[config.mk]
export PLATFORM = sky130hd
export DESIGN_NAME = prescale_sequencer
export DESIGN_NICKNAME = d
export VERILOG_FILES = /design/src/rtl/prescale_sequencer.sv
export SDC_FILE = /design/constraint.sdc
export NUM_CORES = 1
export LEC_CHECK = 0
export ABC_AREA = 1
export CAP_MARGIN = 20
export CORE_MARGIN = 2
export CORE_UTILIZATION = 46
export DETAILED_ROUTE_END_ITERATION = 8
export HOLD_SLACK_MARGIN = 0.03
export PLACE_DENSITY = 0.78
export SLEW_MARGIN = 40
export SYNTH_ARGS = -nofsm -noshare
export SYNTH_HDL_FRONTEND = slang
export SYNTH_SLANG_ARGS = --single-unit
[constraint.sdc]
create_clock -name clk -period 1.68 [get_ports clk]
set_input_delay 0.336 -clock clk [delete_from_list [all_inputs] [get_ports clk]]
set_output_delay 0.336 -clock clk [all_outputs]
set_load 0.02 [all_outputs]
[src/rtl/prescale_sequencer.sv]
// -----------------------------------------------------------------------------
// prescale_sequencer
//
// Controller for a cascaded 3-digit BCD prescaler used for 1 Hz tick
// generation. It owns the prescaler digits and sequences them under
// start/stop/clear commands. The terminal count is programmable in BCD. The
// block emits a programmed number of ticks and then signals done.
//
// Ports:
//   clk        in   system clock, rising edge
//   reset      in   asynchronous, active-high reset
//   start      in   start/resume command
//   stop       in   pause command
//   clear      in   abort command, returns to IDLE
//   tc_bcd     in   terminal count, BCD {d2,d1,d0}
//   tick_load  in   number of ticks to generate
//   tick       out  one-cycle pulse on each prescaler wrap (registered)
//   c_enable   out  per-digit count enables {d2_en,d1_en,d0_en}
//   digits     out  current prescaler value, BCD {d2,d1,d0}
//   ticks_left out  ticks remaining
//   busy       out  high in RUN or PAUSE
//   done       out  one-cycle pulse when the final tick is issued (registered)
//
// Command priority is clear > stop > start. An asserted stop masks start in
// every state, so start+stop together never starts or resumes.
//
// Build option:
//   AUTO_RELOAD_EN  when defined, the final tick reloads ticks_left from the
//                   latched load value and the sequencer stays in RUN.
// -----------------------------------------------------------------------------
module prescale_sequencer #(
  parameter int TICKS_W = 8
) (
  input  logic               clk,
  input  logic               reset,
  input  logic               start,
  input  logic               stop,
  input  logic               clear,
  input  logic [11:0]        tc_bcd,
  input  logic [TICKS_W-1:0] tick_load,
  output logic               tick,
  output logic [2:0]         c_enable,
  output logic [11:0]        digits,
  output logic [TICKS_W-1:0] ticks_left,
  output logic               busy,
  output logic               done
);

  typedef enum logic [1:0] {
    S_IDLE  = 2'd0,
    S_RUN   = 2'd1,
    S_PAUSE = 2'd2,
    S_DONE  = 2'd3
  } state_t;

  state_t             state_q;
  state_t             state_d;
  logic [11:0]        digits_d;
  logic [11:0]        tc_q;
  logic [11:0]        tc_d;
  logic [TICKS_W-1:0] ticks_left_d;
  logic               tick_d;
  logic               done_d;
`ifdef AUTO_RELOAD_EN
  logic [TICKS_W-1:0] load_q;
  logic [TICKS_W-1:0] load_d;
`endif

  // Out-of-range BCD digits are clamped so the prescaler can always reach tc.
  function automatic logic [3:0] clamp9(input logic [3:0] d);
    return (d > 4'd9) ? 4'd9 : d;
  endfunction

  logic        go;
  logic        d0_nine;
  logic        d1_nine;
  logic        d2_nine;
  logic        at_tc;
  logic        last_tick;
  logic [11:0] digits_inc;

  assign go        = start & ~stop;
  assign d0_nine   = (digits[3:0]  == 4'd9);
  assign d1_nine   = (digits[7:4]  == 4'd9);
  assign d2_nine   = (digits[11:8] == 4'd9);
  assign at_tc     = (digits == tc_q);
  assign last_tick = (ticks_left <= TICKS_W'(1));

  // BCD ripple increment: each digit carries 9->0 into the next one.
  always_comb begin
    digits_inc[3:0]  = d0_nine ? 4'd0 : digits[3:0] + 4'd1;
    digits_inc[7:4]  = digits[7:4];
    digits_inc[11:8] = digits[11:8];
    if (d0_nine) begin
      digits_inc[7:4] = d1_nine ? 4'd0 : digits[7:4] + 4'd1;
    end
    if (d0_nine && d1_nine) begin
      digits_inc[11:8] = d2_nine ? 4'd0 : digits[11:8] + 4'd1;
    end
  end

  // Next-state and datapath decisions.
  always_comb begin
    state_d      = state_q;
    digits_d     = digits;
    ticks_left_d = ticks_left;
    tc_d         = tc_q;
    tick_d       = 1'b0;
    done_d       = 1'b0;
`ifdef AUTO_RELOAD_EN
    load_d       = load_q;
`endif
    if (clear) begin
      state_d      = S_IDLE;
      digits_d     = 12'h000;
      ticks_left_d = '0;
    end else begin
      case (state_q)
        S_IDLE, S_DONE: begin
          if (go) begin
            if (tick_load != '0) begin
              state_d      = S_RUN;
              digits_d     = 12'h000;
              ticks_left_d = tick_load;
              tc_d         = {clamp9(tc_bcd[11:8]), clamp9(tc_bcd[7:4]),
                              clamp9(tc_bcd[3:0])};
`ifdef AUTO_RELOAD_EN
              load_d       = tick_load;
`endif
            end else begin
              // Zero-length run: report completion without ever ticking.
              done_d  = 1'b1;
              state_d = S_IDLE;
            end
          end
        end
        S_RUN: begin
          if (stop) begin
            // Pausing edge does not advance, so a due wrap is deferred.
            state_d = S_PAUSE;
          end else if (at_tc) begin
            digits_d = 12'h000;
            tick_d   = 1'b1;
            if (last_tick) begin
              done_d = 1'b1;
`ifdef AUTO_RELOAD_EN
              ticks_left_d = load_q;
`else
              ticks_left_d = '0;
              state_d      = S_DONE;
`endif
            end else begin
              ticks_left_d = ticks_left - TICKS_W'(1);
            end
          end else begin
            digits_d = digits_inc;
          end
        end
        S_PAUSE: begin
          if (go) begin
            state_d = S_RUN;
          end
        end
        default: begin
          state_d = S_IDLE;
        end
      endcase
    end
  end

  always_ff @(posedge clk or posedge reset) begin
    if (reset) begin
      state_q <= S_IDLE;
    end else begin
      state_q <= state_d;
    end
  end

  always_ff @(posedge clk or posedge reset) begin
    if (reset) begin
      digits     <= 12'h000;
      ticks_left <= '0;
      tc_q       <= 12'h000;
      tick       <= 1'b0;
      done       <= 1'b0;
    end else begin
      digits     <= digits_d;
      ticks_left <= ticks_left_d;
      tc_q       <= tc_d;
      tick       <= tick_d;
      done       <= done_d;
    end
  end

`ifdef AUTO_RELOAD_EN
  always_ff @(posedge clk or posedge reset) begin
    if (reset) begin
      load_q <= '0;
    end else begin
      load_q <= load_d;
    end
  end
`endif

  assign busy     = (state_q == S_RUN) || (state_q == S_PAUSE);
  assign c_enable = (state_q == S_RUN) ? {d1_nine & d0_nine, d0_nine, 1'b1}
                                       : 3'b000;

endmodule

Word-level counts from Yosys, hierarchy flattened
Index checks and enable logic that the tools add are counted.

cells by class
  $add $sub $neg = 4
  order comparisons = 4
  eq/ne operators = 16
  mux-type cells = 41
  bitwise logic cells = 4
  reductions and logical operators = 12

operator list
  operator                                             number
  2-to-1 mux 12 bit                                    5
  2-to-1 mux 8 bit                                     6
  2-to-1 mux 4 bit                                     8
  case mux 12 bit (2 select lines)                     1
  inequality test 4 bit, second input constant         4
  case mux 8 bit (2 select lines)                      1
  inequality test 3 bit, second input constant         5
  AND reduction 5 bit                                  3
  adder 4 x 1 -> 4 bit, second input constant          3
  equality test 12 bit                                 1
  equality test 4 bit, second input constant           3
  > comparator 4 bit, second input constant            3
  2-to-1 mux 2 bit                                     6
  AND reduction 4 bit                                  3
  2-to-1 mux 1 bit                                     11
  <= comparator 8 x 1 -> 1 bit, second input constant  1
  nonzero test 8 bit                                   1
  subtractor 8 x 1 -> 8 bit, second input constant     1
  case mux 2 bit (3 select lines)                      1
  equality test 2 bit, second input constant           2
  2-to-1 mux 3 bit                                     1
  nonzero test 3 bit                                   1
  bitwise AND 1 bit                                    2
  equality test 2 x 1 -> 1 bit, second input constant  1
  other kinds (6)                                      7

storage, ports and cells
  flip-flop bits (word level) = 36
  logic and storage cells = 89

Depth between registers and ports, before layout
Gate-level depths: netlist of the first run.

  depth in word-level cells = 7
  gate-level depth with buffers = 12
  depth with buffers taken out = 11

Worst setup path before layout of the first run
Ideal clock, no wire load.

  kind = reg2reg
  start = register state_q[1]
  end = register digits[11]
  library setup time = 0.117 ns
  arrival = 1.685 ns
  data required time = 1.563 ns
  setup slack = -0.122 ns
  stages on the path, launching flop included = 12
  period minus slack after synthesis = 1.802 ns
  cell sequence = dfrtp_1 inv_1 ha_1 buf_4 inv_1 nor2_1 nand2_4 nand2_4 buf_6 nand2_4 nand2_1 nand2_1

on the way
  longest elaborated chain between the ends = 4

ends and longest elaborated chain
  what                                                                       line  text
  start: declaration                                                         56    state_t state_q;
  start signal: assignment                                                   175   state_q <= state_d;
  equality test 2 bit / logical NOT 2 bit (equally long branches)            118   case (state_q)
  OR reduction 2 bit                                                         118
  inequality test 3 bit (no line), or another cell as far along              n/a
  AND reduction 5 bit (no line) / 2-to-1 mux 12 bit (equally long branches)  n/a
  end signal: assignment                                                     187   digits <= digits_d;
  end: declaration                                                           43    output logic [11:0] digits,

Parallel ways exist; a longest one is shown, timed or not.
A chain may end at the register's enable or synchronous reset.

Final worst setup path of the first run
  start = register digits[5]
  end = output c_enable[2]

on the way
  longest elaborated chain between the ends = 3

ends and longest elaborated chain
  what                 line  text
  equality test 4 bit  84    assign d1_nine = (digits[7:4] == 4'd9);
  bitwise AND 1 bit    206   assign c_enable = (state_q == S_RUN) ? {d1_nine & d0_nine, d0_nine, 1'b1}
  2-to-1 mux 3 bit     206
  end: declaration     42    output logic [2:0] c_enable,

Every way passes these cells.

==> summary.md, run 1 <==
| Metric | Value |
|---|---|
| Status | `finished, violations left` |
| Failing checks | `setup timing` |
| Worst hold slack | `398.1 ps` |
| Cts hold-fix bufs | `0` |
| Initial Utilization | `between 40 and 50%` |
| Final total power | `5.399 mW` |
| All-Layer GR Usage | `21.78%` |
| CP Launch Type | `flip-flop` |
| Die Y | `~76 um` |
| Post-synth EDFFs | `0` |
| Final Hold Vio Count | `0` |
| Synth async-reset ratio | `between 90% and 100%` |
| Final setup fails | `19` |
| Post-synthesis area per instance | `6.995 um2` |
| Clock slew at reported path FFs | `roughly 70 ps` |
| Sink Count | `36` |
| FMAX | `557.5 MHz` |
| Final HPWL DP | `4632 um` |
| Final std cells w/o fill | `519` |
| MaxCap Viol Count | `0` |
| Top-level I/O count | `51` |
| Final Core Density | `73.27%` |
| Post-Syn Nets | `between 300 and 400` |
| Drt drc | `0` |
| Relative slew slack | `82.37%` |
| Overall die width | `~76 um` |
| Maximum VDD drop | `0.7150 mV` |
| CP endpoint kind | `output port` |
| Top-count cell post-synth | `nand2_1` |
| Most used flip-flop cell after synthesis | `dfrtp_1` |
| Post-Layout Inst Area | `3719 um2` |
| Switching pwr | `2.406 mW` |
| Core Region | `between 5000 and 6000 um2` |
| Synth Register Bits | `36` |
| Syn-to-layout area delta | `55.44%` |
| Top cells by area, synth | `dfrtp_1 (38%), nand2_1 (18%), inv_1 (7.2%), nor2_1 (5.3%), ha_1 (5.2%)` |
| Post-layout min period | `1794 ps` |
| Via count | `~2,600` |
| Synth cell count leaders | `nand2_1 (117), inv_1 (46), dfrtp_1 (36)` |
| Clk_skew | `9.166 ps` |
| Worst Max-Slew Pin Slew | `263.6 ps` |
| Seq/Total Area, Yosys | `approximately 38%` |
| Critical path arrival | `1460 ps` |
| Final period util | `106.8%` |
| H-tree depth | `2` |
| Total CTS buffers | `5` |
| Layout cells sized above 1 | `about 30%` |
| Ant diodes | `0` |
| PD cells | `1452 nW/um2` |
| Setup_tns | `-766.9 ps` |
| Total grt overflow | `0` |
| Initial antenna violation count | `0` |
| RSZ-0062 raised after global routing | `yes` |
| Worst hold path class | `primary input to asynchronous set/reset pin` |
| Leakage Power | `1.959 nW` |
| Pre-CTS WS | `-313.7 ps` |
| Switching Share | `about 45%` |
| Storage cell area | `904.6 um2` |
| Final max-slew violation count | `0` |
| Root buf cell | `clkbuf_8` |
| Nets | `483` |
| First-pass GRT wire length | `10,410 um` |
| Post-synth top area share | `a little under two fifths` |
| CP max FO | `2` |
| Buffers on Ports | `50` |
| TritonCTS clock tree | `yes` |
| Routed WL | `between 6000 and 7000 um` |
| Dpl cells | `approximately 500` |
| Post-route setup slack | `-113.8 ps` |
| Clock buffer depth | `2` |
| Placed cell area | `3298 um2` |
| Vias per cell | `5.039` |
| Int Pwr | `between 2 and 3 mW` |
| Yosys warns | `0` |
| First DRT Iteration DRCs | `145` |
| Die area | `5793 um2` |
| Yosys cell types | `28` |
| Pin count of the biggest net entering global routing | `37` |
| DR WL/cell | `13.00 um` |
| Yosys top cell by area | `dfrtp_1` |
| First-pass iteration count of the detailed router | `5` |
| Row cnt | `26` |
| Worst skew pair latency | `290 ps` |
| Syn Inst Count | `between 300 and 400` |
| Comb pwr share | `a little over three fifths` |
| Crit Path Category | `flip-flop to output port` |
| Flop pwr share | `between 20% and 30%` |
| Fillers | `403` |
| Routed Antenna Nets | `0` |
| Vias in the first global route | `2,365` |
| GPL Wtd Cong | `0.8877` |
| Worst endpoint required time | `1340 ps` |
| Clock power frac | `roughly an eighth` |
| Multi-input gate area | `1470 um2` |
| Syn Std Cell Area | `2392 um2` |
## kinds of logic (layout without fill, tap and decap cells)
| logic type | Yosys count | in the layout | share of synthesized area, % |
|---|---|---|---|
| simple gates | 191 | 191 | 33.89 |
| buf+inv | 57 | 164 | 9.833 |
| compound gates | 38 | 38 | 9.728 |
| flops | 36 | 36 | 37.66 |
| fa+ha+maj | 10 | 10 | 5.230 |
| xor+xnor | 10 | 10 | 3.661 |
## routing by layer
metal / track usage (%) / vias to the layer above / share of wire, %
met2: 38.84 / 94 / 52
met3: 4.976 / 7 / 6.4
met4: 5.273 / 0 / 0.74
li1: - / 1282 / -
met1: 26.79 / 1232 / 41
met5: 0 / - / 0
## worst paths after layout
kind,from,to,slack [ps],cells after the start
worst max-delay path,digits[5]$_DFFE_PP0P_,c_enable[2],-110,7
worst min-delay path,reset,tc_q[11]$_DFFE_PP0P_,400,3
worst max register to register,state_q[0]$_DFFE_PP0P_,digits[6]$_DFFE_PP0P_,-80,10
worst min register to register,tc_q[8]$_DFFE_PP0P_,tc_q[8]$_DFFE_PP0P_,510,2
max in group asynchronous,reset,ticks_left[1]$_DFFE_PP0P_,1080,3
min in group clk,tc_q[8]$_DFFE_PP0P_,tc_q[8]$_DFFE_PP0P_,510,2
## layout by cell type, fill, tap and decap left out, types with 4 or more instances in the layout
cell / n
nand3_1: 18
nand2_1: 99
inv_1: 38
o22ai_1: 8
clkdlybuf4s50_1: 26
o21ai_0: 9
xor2_1: 5
nand2_4: 6
a21oi_1: 6
nor2_2: 5
dlygate4sd2_1: 18
nor2_1: 28
nand2_2: 14
nor2_4: 5
dfrtp_1: 33
ha_1: 6
clkbuf_8: 6
inv_2: 11
o21ai_2: 6
nand3_2: 4
buf_6: 8
xnor2_1: 4
buf_4: 44
## critical path, stage by stage (launching register included)
cell      delay (ps)
dfrtp_1          390
inv_2             80
ha_4             130
nand3b_1         130
nor2_2           130
inv_2             60
nor2_4           110
buf_6            120
## repair_timing
action,in CTS,in global routing
hold endpoints to repair,0,0
pin swaps,5,20
cloned,0,1
endpoints found under the setup margin,49,39
gates resized for setup,56,52
setup buffers,2,11
## power by group through the flow
stage          Clock [mW]  Sequential [mW]  Combinational, mW
2_1_floorplan           0             1.42               1.66
3_3_place_gp            0             1.32               2.63
3_5_place_dp            0             1.33               2.70
4_1_cts             0.659             1.32               2.81
5_1_grt             0.688             1.38               3.66
6_report            0.651             1.35               3.40
## sequential cells by signal, summed over array words and instances, names as in the netlist
register,cells
done,1
tick,1
tc_q,12
state_q,2
digits,12
ticks_left,8
## final cells by class
class / instances / share of cell area, %
repair buffers: 104 / 25.91
clock buffers: 8 / 2.423
inverters: 52 / 5.451
flip-flops and latches: 36 / 24.33
multi-input cells: 249 / 39.54
well taps: 70 / 2.355
Power figures use the tool's default switching activity.
==> run 2, diff against run 1 <==
--- a/config.mk
+++ b/config.mk
@@ -8,10 +8,11 @@
 export ABC_AREA = 1
 export CAP_MARGIN = 20
 export CORE_MARGIN = 2
-export CORE_UTILIZATION = 46
+export CORE_UTILIZATION = 48
+export CTS_BUF_LIST = sky130_fd_sc_hd__clkbuf_2
 export DETAILED_ROUTE_END_ITERATION = 8
 export HOLD_SLACK_MARGIN = 0.03
-export PLACE_DENSITY = 0.78
+export PLACE_DENSITY = 0.81
 export SLEW_MARGIN = 40
 export SYNTH_ARGS = -nofsm -noshare
 export SYNTH_HDL_FRONTEND = slang
==> run 2 against run 1 <==
Against the previous run: the run still ends with setup timing left; global-route usage grew 4.6 points; design area increased by 3.9%; setup slack got worse by 130 ps; flip-flop and latch count is the same; combinational power is 11% higher; fmax decreased by 6.8%; critical path depth unchanged; largest power group unchanged; highest routed layer unchanged.
==> summary.md, run 2 (synthesized netlist as in run 1, its figures left out) <==
| Metric | Value |
|---|---|
| Switching pwr | `2.549 mW (was 2.406 mW)` |
| H-tree depth | `2 (unchanged)` |
| Setup_tns | `-3179 ps (was -766.9 ps)` |
| Final max-slew violation count | `0 (unchanged)` |
| CP delay by family, top | `flip-flops (unchanged)` |
| Syn-to-layout area delta | `61.56% (was 55.44%)` |
| Buffers on Ports | `50 (unchanged)` |
| Row cnt | `25 (was 26)` |
| Vias per cell | `5.006 (was 5.039)` |
| Cts hold-fix bufs | `0 (unchanged)` |
| Worst skew pair latency | `410 ps (was 290 ps)` |
| Busiest layer in global routing | `met2 (unchanged)` |
| Comb pwr share | `68.2% (was 62.9%)` |
| Core Region | `4755 um2 (was 5075 um2)` |
| Die Y | `74.60 um (was 76.12 um)` |
| Via count | `2,668 (was 2,615)` |
| Placed cell area | `3352 um2 (was 3298 um2)` |
| Total CTS buffers | `5 (unchanged)` |
| Final total power | `5.517 mW (was 5.399 mW)` |
| Switching Share | `46.21% (was 44.56%)` |
| Pre-CTS WS | `-319.4 ps (was -313.7 ps)` |
| Final Hold Vio Count | `0 (unchanged)` |
| Final period util | `114.5% (was 106.8%)` |
| Worst Max-Slew Pin Slew | `481.4 ps (was 263.6 ps)` |
| Routed Antenna Nets | `0 (unchanged)` |
| Ant diodes | `0 (unchanged)` |
| Crit Path Category | `flip-flop to output port (unchanged)` |
| Crit path max-delay cell type | `dfrtp_1 (unchanged)` |
| Top-level I/O count | `51 (unchanged)` |
| First-pass GRT wire length | `11,320 um (was 10,410 um)` |
| Overall die width | `74.60 um (was 76.12 um)` |
| Initial antenna violation count | `0 (unchanged)` |
| Met3 usage | `4.878% (was 4.976%)` |
| Final HPWL DP | `4959 um (was 4632 um)` |
| FMAX | `519.8 MHz (was 557.5 MHz)` |
| Post-layout min period | `1924 ps (was 1794 ps)` |
| Post-route setup slack | `-243.7 ps (was -113.8 ps)` |
| MaxCap Viol Count | `0 (unchanged)` |
| Nets | `501 (was 483)` |
| Final setup fails | `25 (was 19)` |
| Critical path arrival | `1590 ps (was 1460 ps)` |
| Total grt overflow | `0 (unchanged)` |
| Routed WL | `7314 um (was 6746 um)` |
| Leading registers by flop count | `digits x12, tc_q x12, ticks_left x8 (unchanged)` |
| Bufs and invs on worst path | `3 (unchanged)` |
| Storage cell area | `905.9 um2 (was 904.6 um2)` |
| First DRT Iteration DRCs | `205 (was 145)` |
| Multi-input gate area | `1529 um2 (was 1470 um2)` |
| CP peak stage delay | `440 ps (was 390 ps)` |
| Leakage Power | `2.004 nW (was 1.959 nW)` |
| First-pass iteration count of the detailed router | `4 (was 5)` |
| Pin count of the biggest net entering global routing | `37 (unchanged)` |
| Clock buffer depth | `2 (unchanged)` |
| Root buf cell | `clkbuf_2 (was clkbuf_8)` |
| Commonest non-fill, non-tap cell in the layout | `nand2_1 (unchanged)` |
| DR WL/cell | `13.72 um (was 13.00 um)` |
| Maximum VDD drop | `0.7162 mV (was 0.7150 mV)` |
| Clock slew at reported path FFs | `220 ps (was 70 ps)` |
| Fillers | `322 (was 403)` |
| CP max FO | `2 (unchanged)` |
| Worst endpoint required time | `1340 ps (about the same)` |
| RSZ-0062 raised after global routing | `yes (unchanged)` |
| Vias in the first global route | `2,578 (was 2,365)` |
| CP cell instances | `inv_2, ha_4, nand3b_1, nor2_4, inv_2, nor2_4, buf_6 (was inv_2, ha_4, nand3b_1, nor2_2, inv_2, nor2_4, buf_6)` |
| CP Launch Type | `flip-flop (unchanged)` |
| Worst hold path class | `primary input to asynchronous set/reset pin (unchanged)` |
| PD cells | `1427 nW/um2 (was 1452 nW/um2)` |
| CP endpoint kind | `output port (unchanged)` |
| TritonCTS clock tree | `yes (unchanged)` |
| Int Pwr | `2.968 mW (was 2.993 mW)` |
| Final Core Density | `81.29% (was 73.27%)` |
| GPL Wtd Cong | `0.8893 (was 0.8877)` |
| Failing checks | `setup timing (unchanged)` |
| Most frequent cells in the layout | `nand2_1 (89), buf_4 (54), inv_1 (37), dfrtp_1 (32), nor2_1 (25) (was nand2_1 (99), buf_4 (44), inv_1 (38), dfrtp_1 (33), nor2_1 (28))` |
| Post-Layout Inst Area | `3865 um2 (was 3719 um2)` |
| Drt drc | `0 (unchanged)` |
| Clock power frac | `7.3% (was 12.1%)` |
| Initial Utilization | `50.32% (was 47.14%)` |
| Status | `finished, violations left (unchanged)` |
| GR Util met2 | `46.90% (was 38.84%)` |
| Met1 Track Usage GR | `32.19% (was 26.79%)` |
| Sink Count | `36 (unchanged)` |
| Die area | `5564 um2 (was 5793 um2)` |
| Clk_skew | `42.71 ps (was 9.166 ps)` |
| Layout cells sized above 1 | `36.70% (was 29.84%)` |
| Relative slew slack | `67.91% (was 82.37%)` |
| All-Layer GR Usage | `26.34% (was 21.78%)` |
| Flop pwr share | `24.5% (was 25.0%)` |
==> run 2: changes by cell type in the layout (fill, tap and decap cells not counted), moves of 5 or more <==
cell	before	now
clkdlybuf4s15_1	0	5
buf_6	8	19
nand2_1	99	89
dlygate4sd2_1	18	13
buf_4	44	54
nand2_2	14	21
clkbuf_8	6	0
clkbuf_2	0	10
==> run 2: worst reg2reg max path: cells and delay by family, from the launching register on <==
family                   cells  cell delay [ps]
AND/OR/NAND/NOR              2              180
flip-flops                   1              430
AO/OA/AOI/OAI                2              340
buffers and inverters        7              660
adder cells (fa/ha/maj)      1              270
==> run 2: final cells by class <==
class | count | area share [%]
Multi-Input combinational cell | 249 | 39.56
Inverter | 52 | 5.439
Tap cell | 67 | 2.169
Clock buffer | 6 | 0.7769
Sequential cell | 36 | 23.44
Clock inverter | 1 | 0.1295
Timing Repair Buffer | 122 | 28.49
==> run 2: path summary, 6_finish.rpt <==
kind | startpoint | end | slack (ps) | cells after the start
max | digits[5]$_DFFE_PP0P_ | c_enable[2] | -240 | 7
min reg2reg | tc_q[8]$_DFFE_PP0P_ | tc_q[8]$_DFFE_PP0P_ | 530 | 2
min | reset | digits[1]$_DFFE_PP0P_ | 300 | 3
max reg2reg | state_q[0]$_DFFE_PP0P_ | digits[0]$_DFFE_PP0P_ | -220 | 12
max in group asynchronous | reset | digits[10]$_DFFE_PP0P_ | 1010 | 3
min in group clk | tc_bcd[2] | tc_q[2]$_DFFE_PP0P_ | 500 | 3
==> run 2: repair_timing <==
action / in CTS / in global routing
pin swaps: 15 / 31
gates resized for setup: 86 / 74
buffers inserted: 9 / 11
setup endpoints to repair: 54 / 47
hold endpoints to repair: 0 / 0
gates cloned: 1 / 0
==> run 2: through the flow <==
| stage | instances | hold slack, ps |
|---|---|---|
| after CTS | 522 | 326.3 |
| after global placement | 505 | 489.0 |
| after floorplan | 342 | 457.0 |
| final | 533 | 302.2 |
| after global routing | 533 | 333.3 |
| after detailed placement | 505 | 495.9 |
==> run 2: power groups by stage <==
| stage | sequential (mW) | combinational [mW] | clock (mW) |
|---|---|---|---|
| 5_1_grt | 1.38 | 4.11 | 0.442 |
| 3_3_place_gp | 1.32 | 2.59 | 0 |
| 3_5_place_dp | 1.33 | 2.67 | 0 |
| 6_report | 1.35 | 3.76 | 0.404 |
| 4_1_cts | 1.31 | 3.19 | 0.402 |
| 2_1_floorplan | 1.42 | 1.66 | 0 |
==> run 2: per-layer routing <==
metal | vias to the layer above | part of all wire, % | routed length, um
li1 | 1320 | - | -
met1 | 1246 | 41 | 3017
met2 | 87 | 52 | 3813
met3 | 15 | 4.6 | 335
met4 | 0 | 2.0 | 147
met5 | - | 0 | 0
